**src/rtl/dfp_compare96_sched_pkg.sv**
```systemverilog
// Shared types, condition-code bit positions, DPD helpers and reference constants
// for the shared DFP96 compare scheduler.
package dfp_compare96_sched_pkg;

  typedef logic [95:0] dfp96_t;

  typedef enum logic [1:0] {
    ST_IDLE = 2'd0,
    ST_CMP  = 2'd1,
    ST_RESP = 2'd2
  } sched_state_e;

  // Bit 10 of the condition vector is reserved and always reads 0.
  localparam int CC_EQ  = 0;
  localparam int CC_LT  = 1;
  localparam int CC_LE  = 2;
  localparam int CC_LTU = 3;
  localparam int CC_UN  = 4;
  localparam int CC_NE  = 5;
  localparam int CC_GE  = 6;
  localparam int CC_GT  = 7;
  localparam int CC_GEU = 8;
  localparam int CC_OR  = 9;
  localparam int CC_LT2 = 11;

  // Layout: sign[95], combination G[94:90], exponent continuation[89:80], 8 declets[79:0].
  localparam dfp96_t DFP96_ZERO  = {1'b0, 5'b01000, 10'h217, 80'h0};
  localparam dfp96_t DFP96_NZERO = {1'b1, 5'b01000, 10'h217, 80'h0};
  localparam dfp96_t DFP96_ONE   = {1'b0, 5'b01000, 10'h217, 80'h1};
  localparam dfp96_t DFP96_TWO   = {1'b0, 5'b01000, 10'h217, 80'h2};
  localparam dfp96_t DFP96_QNAN  = {1'b0, 5'b11111, 90'h0};

  // Ordering key: class (0 zero, 1 finite, 2 inf), adjusted exponent, left-aligned BCD mantissa.
  typedef struct packed {
    logic        nan;
    logic        neg;
    logic [1:0]  cls;
    logic [12:0] aexp;
    logic [99:0] mant;
  } dfp_key_t;

  function automatic logic [11:0] dpd_decode(input logic [9:0] d);
    logic [11:0] r;
    if (!d[3]) begin
      r = {1'b0, d[9:7], 1'b0, d[6:4], 1'b0, d[2:0]};
    end else begin
      case (d[2:1])
        2'b00:   r = {1'b0, d[9:7], 1'b0, d[6:4], 3'b100, d[0]};
        2'b01:   r = {1'b0, d[9:7], 3'b100, d[4], 1'b0, d[6:5], d[0]};
        2'b10:   r = {3'b100, d[7], 1'b0, d[6:4], 1'b0, d[9:8], d[0]};
        default: begin
          case (d[6:5])
            2'b00:   r = {3'b100, d[7], 3'b100, d[4], 1'b0, d[9:8], d[0]};
            2'b01:   r = {3'b100, d[7], 1'b0, d[9:8], d[4], 3'b100, d[0]};
            2'b10:   r = {1'b0, d[9:7], 3'b100, d[4], 3'b100, d[0]};
            default: r = {3'b100, d[7], 3'b100, d[4], 3'b100, d[0]};
          endcase
        end
      endcase
    end
    return r;
  endfunction

endpackage

```
**src/rtl/dfp_compare96_sched_arb.sv**
```systemverilog
// Round-robin arbiter: grants the first requester at or above ptr, wrapping at NREQ-1.
module rr_arbiter #(
  parameter int NREQ = 4,
  parameter int IDW  = $clog2(NREQ)
) (
  input  logic [NREQ-1:0] i_req,
  input  logic [IDW-1:0]  i_ptr,
  output logic [NREQ-1:0] o_grant,
  output logic [IDW-1:0]  o_grant_idx,
  output logic            o_any
);

  logic [IDW:0] w_cand;
  logic         w_found;

  always_comb begin
    o_grant     = '0;
    o_grant_idx = '0;
    w_found     = 1'b0;
    w_cand      = '0;
    for (int i = 0; i < NREQ; i++) begin
      // Explicit wrap keeps ids below NREQ when NREQ is not a power of two.
      w_cand = {1'b0, i_ptr} + (IDW+1)'(i);
      if (w_cand >= (IDW+1)'(NREQ)) w_cand = w_cand - (IDW+1)'(NREQ);
      if (!w_found && i_req[w_cand[IDW-1:0]]) begin
        w_found                   = 1'b1;
        o_grant[w_cand[IDW-1:0]]  = 1'b1;
        o_grant_idx               = w_cand[IDW-1:0];
      end
    end
  end

  assign o_any = w_found;

endmodule

```
**src/rtl/dfp_compare96_sched_cmp.sv**
```systemverilog
// Combinational DFP96 (DPD) compare producing the 12-bit condition vector.
module dfp96_compare
  import dfp_compare96_sched_pkg::*;
(
  input  dfp96_t      i_a,
  input  dfp96_t      i_b,
  output logic [11:0] o_cc
);

  // Normalising both mantissas to a leading non-zero digit makes the ordering a plain
  // lexicographic compare of {class, adjusted exponent, mantissa}.
  function automatic dfp_key_t make_key(input dfp96_t x);
    dfp_key_t    k;
    logic [11:0] bexp;
    logic [3:0]  msd;
    logic [99:0] bcd;
    int          lz;
    logic        found;
    k     = '0;
    bexp  = '0;
    msd   = '0;
    bcd   = '0;
    lz    = 0;
    found = 1'b0;
    if (x[94:91] == 4'b1111) begin
      k.nan = x[90];
      k.cls = x[90] ? 2'd0 : 2'd2;
      k.neg = x[90] ? 1'b0 : x[95];
    end else begin
      if (x[94:93] != 2'b11) begin
        bexp = {x[94:93], x[89:80]};
        msd  = {1'b0, x[92:90]};
      end else begin
        bexp = {x[92:91], x[89:80]};
        msd  = {3'b100, x[90]};
      end
      for (int i = 0; i < 8; i++) bcd[i*12 +: 12] = dpd_decode(x[i*10 +: 10]);
      bcd[99:96] = msd;
      for (int i = 24; i >= 0; i--) begin
        if (!found) begin
          if (bcd[i*4 +: 4] != 4'd0) found = 1'b1;
          else lz = lz + 1;
        end
      end
      if (found) begin
        k.cls  = 2'd1;
        k.neg  = x[95];
        k.aexp = 13'(bexp) + 13'(24 - lz);
        k.mant = bcd << (4 * lz);
      end
    end
    return k;
  endfunction

  dfp_key_t       w_ka, w_kb;
  logic [114:0]   w_mag_a, w_mag_b;
  logic           w_un, w_eq, w_lt, w_gt;

  assign w_ka    = make_key(i_a);
  assign w_kb    = make_key(i_b);
  assign w_mag_a = {w_ka.cls, w_ka.aexp, w_ka.mant};
  assign w_mag_b = {w_kb.cls, w_kb.aexp, w_kb.mant};
  assign w_un    = w_ka.nan | w_kb.nan;
  assign w_eq    = !w_un && (w_mag_a == w_mag_b) && (w_ka.neg == w_kb.neg);
  assign w_gt    = !w_un && !w_eq && !w_lt;

  always_comb begin
    w_lt = 1'b0;
    if (!w_un) begin
      if (w_ka.neg != w_kb.neg) w_lt = w_ka.neg;
      else if (w_ka.neg)        w_lt = (w_mag_a > w_mag_b);
      else                      w_lt = (w_mag_a < w_mag_b);
    end
  end

  always_comb begin
    o_cc         = '0;
    o_cc[CC_EQ]  = w_eq;
    o_cc[CC_LT]  = w_lt;
    o_cc[CC_LE]  = w_lt | w_eq;
    o_cc[CC_LTU] = w_lt | w_un;
    o_cc[CC_UN]  = w_un;
    o_cc[CC_NE]  = !w_eq;
    o_cc[CC_GE]  = w_gt | w_eq;
    o_cc[CC_GT]  = w_gt;
    o_cc[CC_GEU] = w_gt | w_eq | w_un;
    o_cc[CC_OR]  = !w_un;
    o_cc[CC_LT2] = w_lt;
  end

endmodule

```
**src/rtl/dfp_compare96_sched.sv**
```systemverilog
// Round-robin scheduler sharing one DFP96 compare datapath among NREQ requesters.
// Handshake: a request transfers when req_valid[i] & req_ready[i] at a rising edge; a response transfers when rsp_valid & rsp_ready at a rising edge.
module dfp_compare96_sched
  import dfp_compare96_sched_pkg::*;
#(
  parameter int NREQ = 4,
  parameter int TAGW = 4,
  parameter int IDW  = $clog2(NREQ)
) (
  input  logic               clk,
  input  logic               rst,
  input  logic [NREQ-1:0]    req_valid,
  output logic [NREQ-1:0]    req_ready,
  input  logic [NREQ*96-1:0] req_a,
  input  logic [NREQ*96-1:0] req_b,
  input  logic [NREQ*4-1:0]  req_op,
  input  logic [NREQ*TAGW-1:0] req_tag,
  output logic               rsp_valid,
  input  logic               rsp_ready,
  output logic [IDW-1:0]     rsp_id,
  output logic [TAGW-1:0]    rsp_tag,
  output logic [11:0]        rsp_cc,
  output logic               rsp_res,
  output logic               rsp_nanx,
  output logic               rsp_badop,
  output sched_state_e       dbg_state
);

  sched_state_e    r_state, w_next;
  logic [IDW-1:0]  r_ptr, r_id, w_gidx, w_ptr_nxt;
  dfp96_t          r_a, r_b;
  logic [3:0]      r_op;
  logic [TAGW-1:0] r_tag;
  logic [NREQ-1:0] w_grant;
  logic            w_any, w_take;
  logic [11:0]     w_cc;
  logic [15:0]     w_cc_ext;
  logic            w_badop, w_res, w_nanx;
  logic [IDW-1:0]  r_rsp_id;
  logic [TAGW-1:0] r_rsp_tag;
  logic [11:0]     r_rsp_cc;
  logic            r_rsp_res, r_rsp_nanx, r_rsp_badop;

  rr_arbiter #(.NREQ(NREQ), .IDW(IDW)) u_arb (
    .i_req       (req_valid),
    .i_ptr       (r_ptr),
    .o_grant     (w_grant),
    .o_grant_idx (w_gidx),
    .o_any       (w_any)
  );

  dfp96_compare u_cmp (
    .i_a  (r_a),
    .i_b  (r_b),
    .o_cc (w_cc)
  );

  always_comb begin
    w_next = r_state;
    w_take = 1'b0;
    case (r_state)
      ST_IDLE: begin
        if (w_any) begin
          w_take = 1'b1;
          w_next = ST_CMP;
        end
      end
      ST_CMP:  w_next = ST_RESP;
      ST_RESP: if (rsp_ready) w_next = ST_IDLE;
      default: w_next = ST_IDLE;
    endcase
  end

  assign w_ptr_nxt = (w_gidx == IDW'(NREQ - 1)) ? '0 : w_gidx + 1'b1;
  // Gating with rst keeps every output at zero while reset is held.
  assign req_ready = (r_state == ST_IDLE && !rst) ? w_grant : '0;

  assign w_cc_ext = {4'b0000, w_cc};
  assign w_badop  = (r_op > 4'd11);
  assign w_res    = w_badop ? 1'b0 : w_cc_ext[r_op];
  assign w_nanx   = !w_badop && w_cc[CC_UN] && (r_op != 4'd4) && (r_op != 4'd9);

  always_ff @(posedge clk or posedge rst) begin
    if (rst) begin
      r_state     <= ST_IDLE;
      r_ptr       <= '0;
      r_id        <= '0;
      r_a         <= '0;
      r_b         <= '0;
      r_op        <= '0;
      r_tag       <= '0;
      r_rsp_id    <= '0;
      r_rsp_tag   <= '0;
      r_rsp_cc    <= '0;
      r_rsp_res   <= 1'b0;
      r_rsp_nanx  <= 1'b0;
      r_rsp_badop <= 1'b0;
    end else begin
      r_state <= w_next;
      if (w_take) begin
        r_a   <= req_a[w_gidx*96 +: 96];
        r_b   <= req_b[w_gidx*96 +: 96];
        r_op  <= req_op[w_gidx*4 +: 4];
        r_tag <= req_tag[w_gidx*TAGW +: TAGW];
        r_id  <= w_gidx;
        r_ptr <= w_ptr_nxt;
      end
      if (r_state == ST_CMP) begin
        r_rsp_id    <= r_id;
        r_rsp_tag   <= r_tag;
        r_rsp_cc    <= w_cc;
        r_rsp_res   <= w_res;
        r_rsp_nanx  <= w_nanx;
        r_rsp_badop <= w_badop;
      end
    end
  end

  assign rsp_valid = (r_state == ST_RESP);
  assign rsp_id    = r_rsp_id;
  assign rsp_tag   = r_rsp_tag;
  assign rsp_cc    = r_rsp_cc;
  assign rsp_res   = r_rsp_res;
  assign rsp_nanx  = r_rsp_nanx;
  assign rsp_badop = r_rsp_badop;
  assign dbg_state = r_state;

endmodule

```
**config.mk**
```make
export PLATFORM = sky130hd
export DESIGN_NAME = dfp_compare96_sched
export DESIGN_NICKNAME = d
export VERILOG_FILES = /design/src/rtl/dfp_compare96_sched_pkg.sv /design/src/rtl/dfp_compare96_sched_arb.sv /design/src/rtl/dfp_compare96_sched_cmp.sv /design/src/rtl/dfp_compare96_sched.sv
export SDC_FILE = /design/constraint.sdc
export NUM_CORES = 2
export LEC_CHECK = 0
export ABC_AREA = 1
export CELL_PAD_IN_SITES_DETAIL_PLACEMENT = 0
export CELL_PAD_IN_SITES_GLOBAL_PLACEMENT = 1
export CORE_MARGIN = 2
export CORE_UTILIZATION = 36
export DETAILED_ROUTE_END_ITERATION = 12
export GPL_ROUTABILITY_DRIVEN = 0
export PLACE_DENSITY_LB_ADDON = 0.1
export SYNTH_ARGS = -nofsm -noshare
export SYNTH_HDL_FRONTEND = slang
export SYNTH_SLANG_ARGS = --single-unit
```
**constraint.sdc**
```tcl
create_clock -name clk -period 21.1 [get_ports clk]
set_input_delay 4.22 -clock clk [delete_from_list [all_inputs] [get_ports clk]]
set_output_delay 4.22 -clock clk [all_outputs]
set_load 0.005 [all_outputs]
```
After elaboration in Yosys (flattened, before gate mapping). Index checks and enable logic that the tools add are counted.

Bits in registers: 226. Bits in latches: 0. RAM bits: 0. ROM bits: 0. Input bits: 807. Output and inout bits: 28. Memories: 0.

Add/sub/neg operators: 60. $mul: 1. Div/mod/pow operators: 0. $lt $le $gt $ge: 16. Equality and inequality tests: 78. Shift-type cells: 6. Mux-type cells: 425. Bitwise logic cells: 8. Reductions and logical operators: 107.

Operator list (number): 30-bit 2-to-1 mux (146); 30-bit by 2-bit adder with 30-bit output (second input constant) (48); 12-bit one-hot mux with 3 select lines (32); 384-bit by 10-bit variable part select with 96-bit output (2); 12-bit 2-to-1 mux (36); 116-bit 2-to-1 mux (2); 113-bit 2-to-1 mux (2); 4-bit nonzero test (50); 100-bit by 32-bit << shifter with 100-bit output (2); 1-bit 2-to-1 mux (173); 115-bit equality test (1); 115-bit greater-than comparator (1); 115-bit less-than comparator (1); 2-bit equality test (second input constant) (34); 2-bit by 1-bit equality test with 1-bit output (second input constant) (33); 2-bit logical NOT (33); 4-bit 2-to-1 mux (9); 16-bit by 5-bit variable part select with 4-bit output (2); 12-bit by 13-bit adder with 13-bit output (2); 2-bit 2-to-1 mux (13); 6-bit by 13-bit subtractor with 13-bit output (first input constant) (2); 1-bit logical AND (15); 2-bit by 3-bit less-than comparator with 1-bit output (second input constant) (4); 4-bit OR (3); 25 further kinds (55).

Depth between registers and ports, before layout.
Depth after elaboration: 117. Mapped depth: 125. Depth with buffers taken out: 124.

Hierarchy. A second synthesis with hierarchy kept.

Cells, all modules: 7120. Area, all modules: 38839.8 sq um.

Modules (own cells, without submodules): dfp96_compare (times used 1, cells each 4918, area each 24295.8 sq um); dfp_compare96_sched (times used 1, cells each 2128, area each 14103.5 sq um); rr_arbiter (times used 1, cells each 74, area each 440.4 sq um).

Worst setup path before layout. OpenSTA, ideal clock, no wires.

Path kind: flip-flop to flip-flop. Start: reg r_a[75]. End: reg r_rsp_res, in the netlist rsp_res. Data arrival time: 17.976 ns. Path slack: 3.042 ns. Stages on the path, launching flop included: 117. Path through: dfrtp_1 -> inv_1 -> nand2_1 -> o21ai_4 -> nand2_2 -> inv_1 -> nor2_1 -> ha_1 -> inv_1 -> a21boi_0 -> ha_1 -> nand3_1 -> nand3_1 -> nand2_1 -> inv_1 -> ha_1 -> nand3_1 -> nand2_1 -> [... 81 more ...] -> o21ai_0 -> and2_1 -> or2_2 -> a21oi_1 -> xor2_1 -> nor2_1 -> ha_1 -> nand3_1 -> nor4_1 -> nand4_1 -> nand3_1 -> nand2_1 -> a22o_1 -> nor2_1 -> nand2_1 -> a221oi_1 -> o21ai_0 -> a31oi_1.

Cells in the longest elaborated chain, start to end: 116. Elaborated cells on any way between the ends: 183.

RTL lines: start, declared (RTL line dfp_compare96_sched.sv:31) `dfp96_t r_a, r_b;`; start signal, assigned (RTL line dfp_compare96_sched.sv:101) `r_a <= req_a[w_gidx*96 +: 96];`; 2-bit equality test (tied with other cells) (RTL line dfp_compare96_sched_pkg.sv:52) `case (d[6:5])`; 12-bit one-hot mux with 3 select lines (RTL line dfp_compare96_sched_pkg.sv:52); 12-bit one-hot mux with 3 select lines (RTL line dfp_compare96_sched_pkg.sv:47) `case (d[2:1])`; 12-bit 2-to-1 mux * (RTL line dfp_compare96_sched_pkg.sv:44) `if (!d[3]) begin`; 12-bit 2-to-1 mux * (RTL line dfp_compare96_sched_cmp.sv:25) `if (x[94:91] == 4'b1111) begin`; 4-bit nonzero test (RTL line dfp_compare96_sched_cmp.sv:41) `if (bcd[i*4 +: 4] != 4'd0) found = 1'b1;`; 30-bit 2-to-1 mux (RTL line dfp_compare96_sched_cmp.sv:41); 30-bit 2-to-1 mux (RTL line dfp_compare96_sched_cmp.sv:40) `if (!found) begin`; [... 100 more ...]; 1-bit 2-to-1 mux or 1-bit logical NOT (tied branches) (RTL line dfp_compare96_sched_cmp.sv:69, dfp_compare96_sched_cmp.sv:65, dfp_compare96_sched_cmp.sv:83); 1-bit logical NOT or 1-bit logical AND (tied branches) (RTL line dfp_compare96_sched_cmp.sv:65) `assign w_gt = !w_un && !w_eq && !w_lt;`; 1-bit logical AND (RTL line dfp_compare96_sched_cmp.sv:65); 1-bit OR (RTL line dfp_compare96_sched_cmp.sv:84, dfp_compare96_sched_cmp.sv:86); 1-bit OR (RTL line dfp_compare96_sched_cmp.sv:86) `o_cc[CC_GEU] = w_gt | w_eq | w_un;`; 1-bit binary-select mux with 4-bit select * (RTL line dfp_compare96_sched.sv:80) `assign w_res = w_badop ? 1'b0 : w_cc_ext[r_op];`; 1-bit 2-to-1 mux (implied by the code) * (RTL line dfp_compare96_sched.sv:80); 1-bit 2-to-1 mux * (RTL line dfp_compare96_sched.sv:80); end signal, assigned (RTL line dfp_compare96_sched.sv:112) `r_rsp_res <= w_res;`; end, declared (RTL line dfp_compare96_sched.sv:42) `logic r_rsp_res, r_rsp_nanx, r_rsp_badop;`.

Every way passes the cells marked *; elsewhere a longest branch is shown, timed or not. The select of a mux whose other input is x is not followed. A chain may end at the register's enable or synchronous reset.

Final worst setup path.
Start: reg r_b[77]. End: reg r_rsp_res, in the netlist rsp_res.

Cells in the longest elaborated chain, start to end: 115. Elaborated cells on any way between the ends: 176.

RTL lines: start, declared (RTL line dfp_compare96_sched.sv:31); start signal, assigned (RTL line dfp_compare96_sched.sv:102) `r_b <= req_b[w_gidx*96 +: 96];`; 12-bit one-hot mux with 3 select lines (RTL line dfp_compare96_sched_pkg.sv:52); 12-bit one-hot mux with 3 select lines (RTL line dfp_compare96_sched_pkg.sv:47); 12-bit 2-to-1 mux * (RTL line dfp_compare96_sched_pkg.sv:44); 12-bit 2-to-1 mux * (RTL line dfp_compare96_sched_cmp.sv:25); 4-bit nonzero test (RTL line dfp_compare96_sched_cmp.sv:41); 30-bit 2-to-1 mux (RTL line dfp_compare96_sched_cmp.sv:41); 30-bit 2-to-1 mux (RTL line dfp_compare96_sched_cmp.sv:40); 30-bit 2-to-1 mux (RTL line dfp_compare96_sched_cmp.sv:25); [... 99 more ...]; 1-bit 2-to-1 mux or 1-bit logical NOT (tied branches) (RTL line dfp_compare96_sched_cmp.sv:69, dfp_compare96_sched_cmp.sv:65, dfp_compare96_sched_cmp.sv:83); 1-bit logical NOT or 1-bit logical AND (tied branches) (RTL line dfp_compare96_sched_cmp.sv:65); 1-bit logical AND (RTL line dfp_compare96_sched_cmp.sv:65); 1-bit OR (RTL line dfp_compare96_sched_cmp.sv:84, dfp_compare96_sched_cmp.sv:86); 1-bit OR (RTL line dfp_compare96_sched_cmp.sv:86); 1-bit binary-select mux with 4-bit select * (RTL line dfp_compare96_sched.sv:80); 1-bit 2-to-1 mux (implied by the code) * (RTL line dfp_compare96_sched.sv:80); 1-bit 2-to-1 mux * (RTL line dfp_compare96_sched.sv:80).

Marks and branches as above.

==> run summary <==
synth unique cells: 72
fillcell total: 11972
final period utilization: 0.932
RSZ-0062 raised after global routing: false
TritonCTS Buffers: 30
Final min period: 19.66 ns
final setup violation count: 0
most common cell after layout, fill and taps aside: nand2_1
Seq. cell area: 0.00563 mm2
Slew HR: -0.0599
Hold Violations, Final: 0
# Max-Cap Violations: 2
Site Rows: 121
slowest stage delay, CP: 0.44 ns
total die area: 0.112 mm2
footprint of the multi-input gates: 0.0291 mm2
core area: 0.109 mm2
gr usage total: 0.394
Post-synth ARST share: 1.00
setup TNS: 0 ns
Fmax: 50.9 MHz
DRC viols: 0
crit end category: register
CP Max Fanout: 28
DR pass1 iterations: 9
PortBufs: 833
Antenna Violating Nets Remaining: 0
hold slack: 0.475 ns
mean post-synth cell area: 5.56 um2
most used cell, CP: nand2_1
Vias/cell: 5.80
first-pass GRT wire length: 325 mm
part of the Yosys area used for sequential elements: 0.143
Die Height: 335 um
Worst IR Drop VDD: 0.210 mV
vias: 52998
clk_lat worst skew: 0.67 ns
CTS tree: built
FF-to-FF path depth: 118
WHS Path Cells: 2
Worst setup SP type: register
Clk pin slew, worst setup/hold paths: 0.06 ns
starting density of the core: 0.362
CTS Root Cell: clkbuf_16
Pwr Total: 0.0103 W
largest net degree at the start of global routing: 139
cts hold-fix bufs: 0
Slew Limit Fails: 4
cells after synthesis: 7076
Arr. time, crit path: 20.24 ns
clock sink total: 225
leak pwr: 24.3 nW
dpl hpwl: 191 mm
clock tree buffer depth: 3
Ports: 835
FF+latch count, synth: 225
pwr/cell area: 208 mW/mm2
vias in the first global route: 47027
htree depth: 1
DIE WIDTH: 335 um
violated checks: max-capacitance violations, max-slew violations
EDFF count, synth: 0
initial antenna violation count: 40
status: complete, but fails checks
commonest cells after routing, fill and taps aside: nand2_1, nor2_1, nand3_1
mapped cell area: 0.0394 mm2
Crit path required time: 21.67 ns
critical path's slowest cell: dfrtp_1
Detailed Route Iter0 Violations: 7353
synthesis-to-finish area growth: 26.4%
nets: 8705
Top FF cell, synth: dfrtp_1
skew final: 0.0313 ns
fraction of layout cells with a size suffix above 1: 0.0594
WS Path Type: register to register
wire per inst: 25.4 um
DRT Wirelength: 232 mm
grt ovf: 0
yosys warns: 0
Worst Tran Pin Value: 1.57 ns
hold crit path type: register to register
-- area by class of cell --
type,instances,share of cell area
Multi-Input combinational cell,5711,0.585
Clock buffer,46,0.0179
Antenna cell,17,0.000855
Tap cell,1414,0.0356
Inverter,769,0.0584
Clock inverter,10,0.00312
Sequential cell,225,0.113
Timing Repair Buffer,945,0.186
-- metrics by stage --
stage / util / setup slack (ns) / cell area (um2) / std cells
final: 0.458 / 1.44 / 49800 / 9137
after global routing: 0.458 / 0.0148 / 49700 / 9129
after CTS: 0.456 / 1.25 / 49600 / 9111
after detailed placement: 0.447 / 1.35 / 48600 / 9055
after global placement: 0.447 / 1.54 / 48600 / 9055
after floorplan: - / 3.04 / 39400 / 7081
-- repair_timing --
item,CTS,global route
setup endpoints to repair,0,9
setup buffers,0,8
gates resized for setup,0,13
-- worst max-delay path: cells and delay by family, from the launching register on --
family                   cells  cell delay [ns]
AND/OR/NAND/NOR             66             8.60
adder cells (fa/ha/maj)     24             6.82
AO/OA/AOI/OAI               15             2.67
buffers and inverters       13             0.98
flip-flops                   1             0.44
-- synth_stat cells, types with 12 or more instances --
cell / number / share of area
a21oi_1: 193 / 0.025
a31oi_1: 109 / 0.017
buf_1: 21 / 0.0020
buf_2: 46 / 0.0058
buf_4: 37 / 0.0071
buf_6: 26 / 0.0074
clkbuf_1: 230 / 0.022
clkbuf_4: 13 / 0.0025
clkinv_1: 23 / 0.0022
dfrtp_1: 225 / 0.14
ha_1: 214 / 0.068
inv_1: 699 / 0.067
inv_2: 44 / 0.0042
nand2_1: 1783 / 0.17
nand2_2: 81 / 0.013
nand3_1: 849 / 0.11
nand3_2: 41 / 0.010
nand4_1: 125 / 0.020
nor2_1: 1022 / 0.097
nor2_2: 28 / 0.0045
nor2_4: 19 / 0.0054
nor3_1: 48 / 0.0061
nor4_1: 55 / 0.0087
o211ai_1: 82 / 0.016
o21a_1: 92 / 0.018
o21ai_0: 629 / 0.080
o21ai_1: 47 / 0.0060
o221ai_1: 90 / 0.020
o22ai_1: 13 / 0.0021
or2_2: 27 / 0.0043
xnor2_1: 12 / 0.0027
xor2_1: 21 / 0.0047
-- logic make-up (layout without fill, tap and decap cells) --
logic type,after synthesis,after routing,synth area share
AND/OR/NAND/NOR,4129,4130,0.461
AO/OA/AOI/OAI,1321,1321,0.197
buffers and inverters,1146,1770,0.122
flip-flops,225,225,0.143
adder cells (fa/ha/maj),216,216,0.0690
XOR/XNOR,35,35,0.00817
other,2,24,0.000191
multiplexers,2,2,0.000540
-- state kept, by name, summed over array words and instances (netlist names), 2 cells and up, named ones only --
name       cells
dbg_state      2
r_a           96
r_b           96
r_id           2
r_op           4
r_tag          4
rsp_cc        10
rsp_id         2
rsp_tag        4
-- per-layer routing --
layer | share of wire | GRT usage | vias to the layer above
met2 | 0.39 | 0.547 | 3059
li1 | - | - | 24809
met4 | 0.025 | 0.0767 | 34
met1 | 0.43 | 0.541 | 24717
met3 | 0.16 | 0.193 | 379
met5 | 0.0018 | 0.0252 | -
-- power by group --
part	leakage [nW]	total (W)	internal, W	switching, W
Sequential	2.64	0.00109	0.000705	0.000382
Clock	0.508	0.000570	0.000336	0.000234
Combinational	21.2	0.00867	0.00246	0.00621
Total	24.3	0.0103	0.00351	0.00683
-- final timing paths --
| path | startpoint | to | slack [ns] |
|---|---|---|---|
| max | r_b[77] | rsp_res | 1.44 |
| min | r_tag[0] | rsp_tag[0] | 0.48 |
| max reg2reg | r_b[77] | rsp_res | 1.44 |
| min reg2reg | r_tag[0] | rsp_tag[0] | 0.48 |
| max in group asynchronous | rst | r_a[87] | 15.06 |
| min in group asynchronous | rst | r_op[3] | 4.10 |
(Power assumes the default switching activity.)
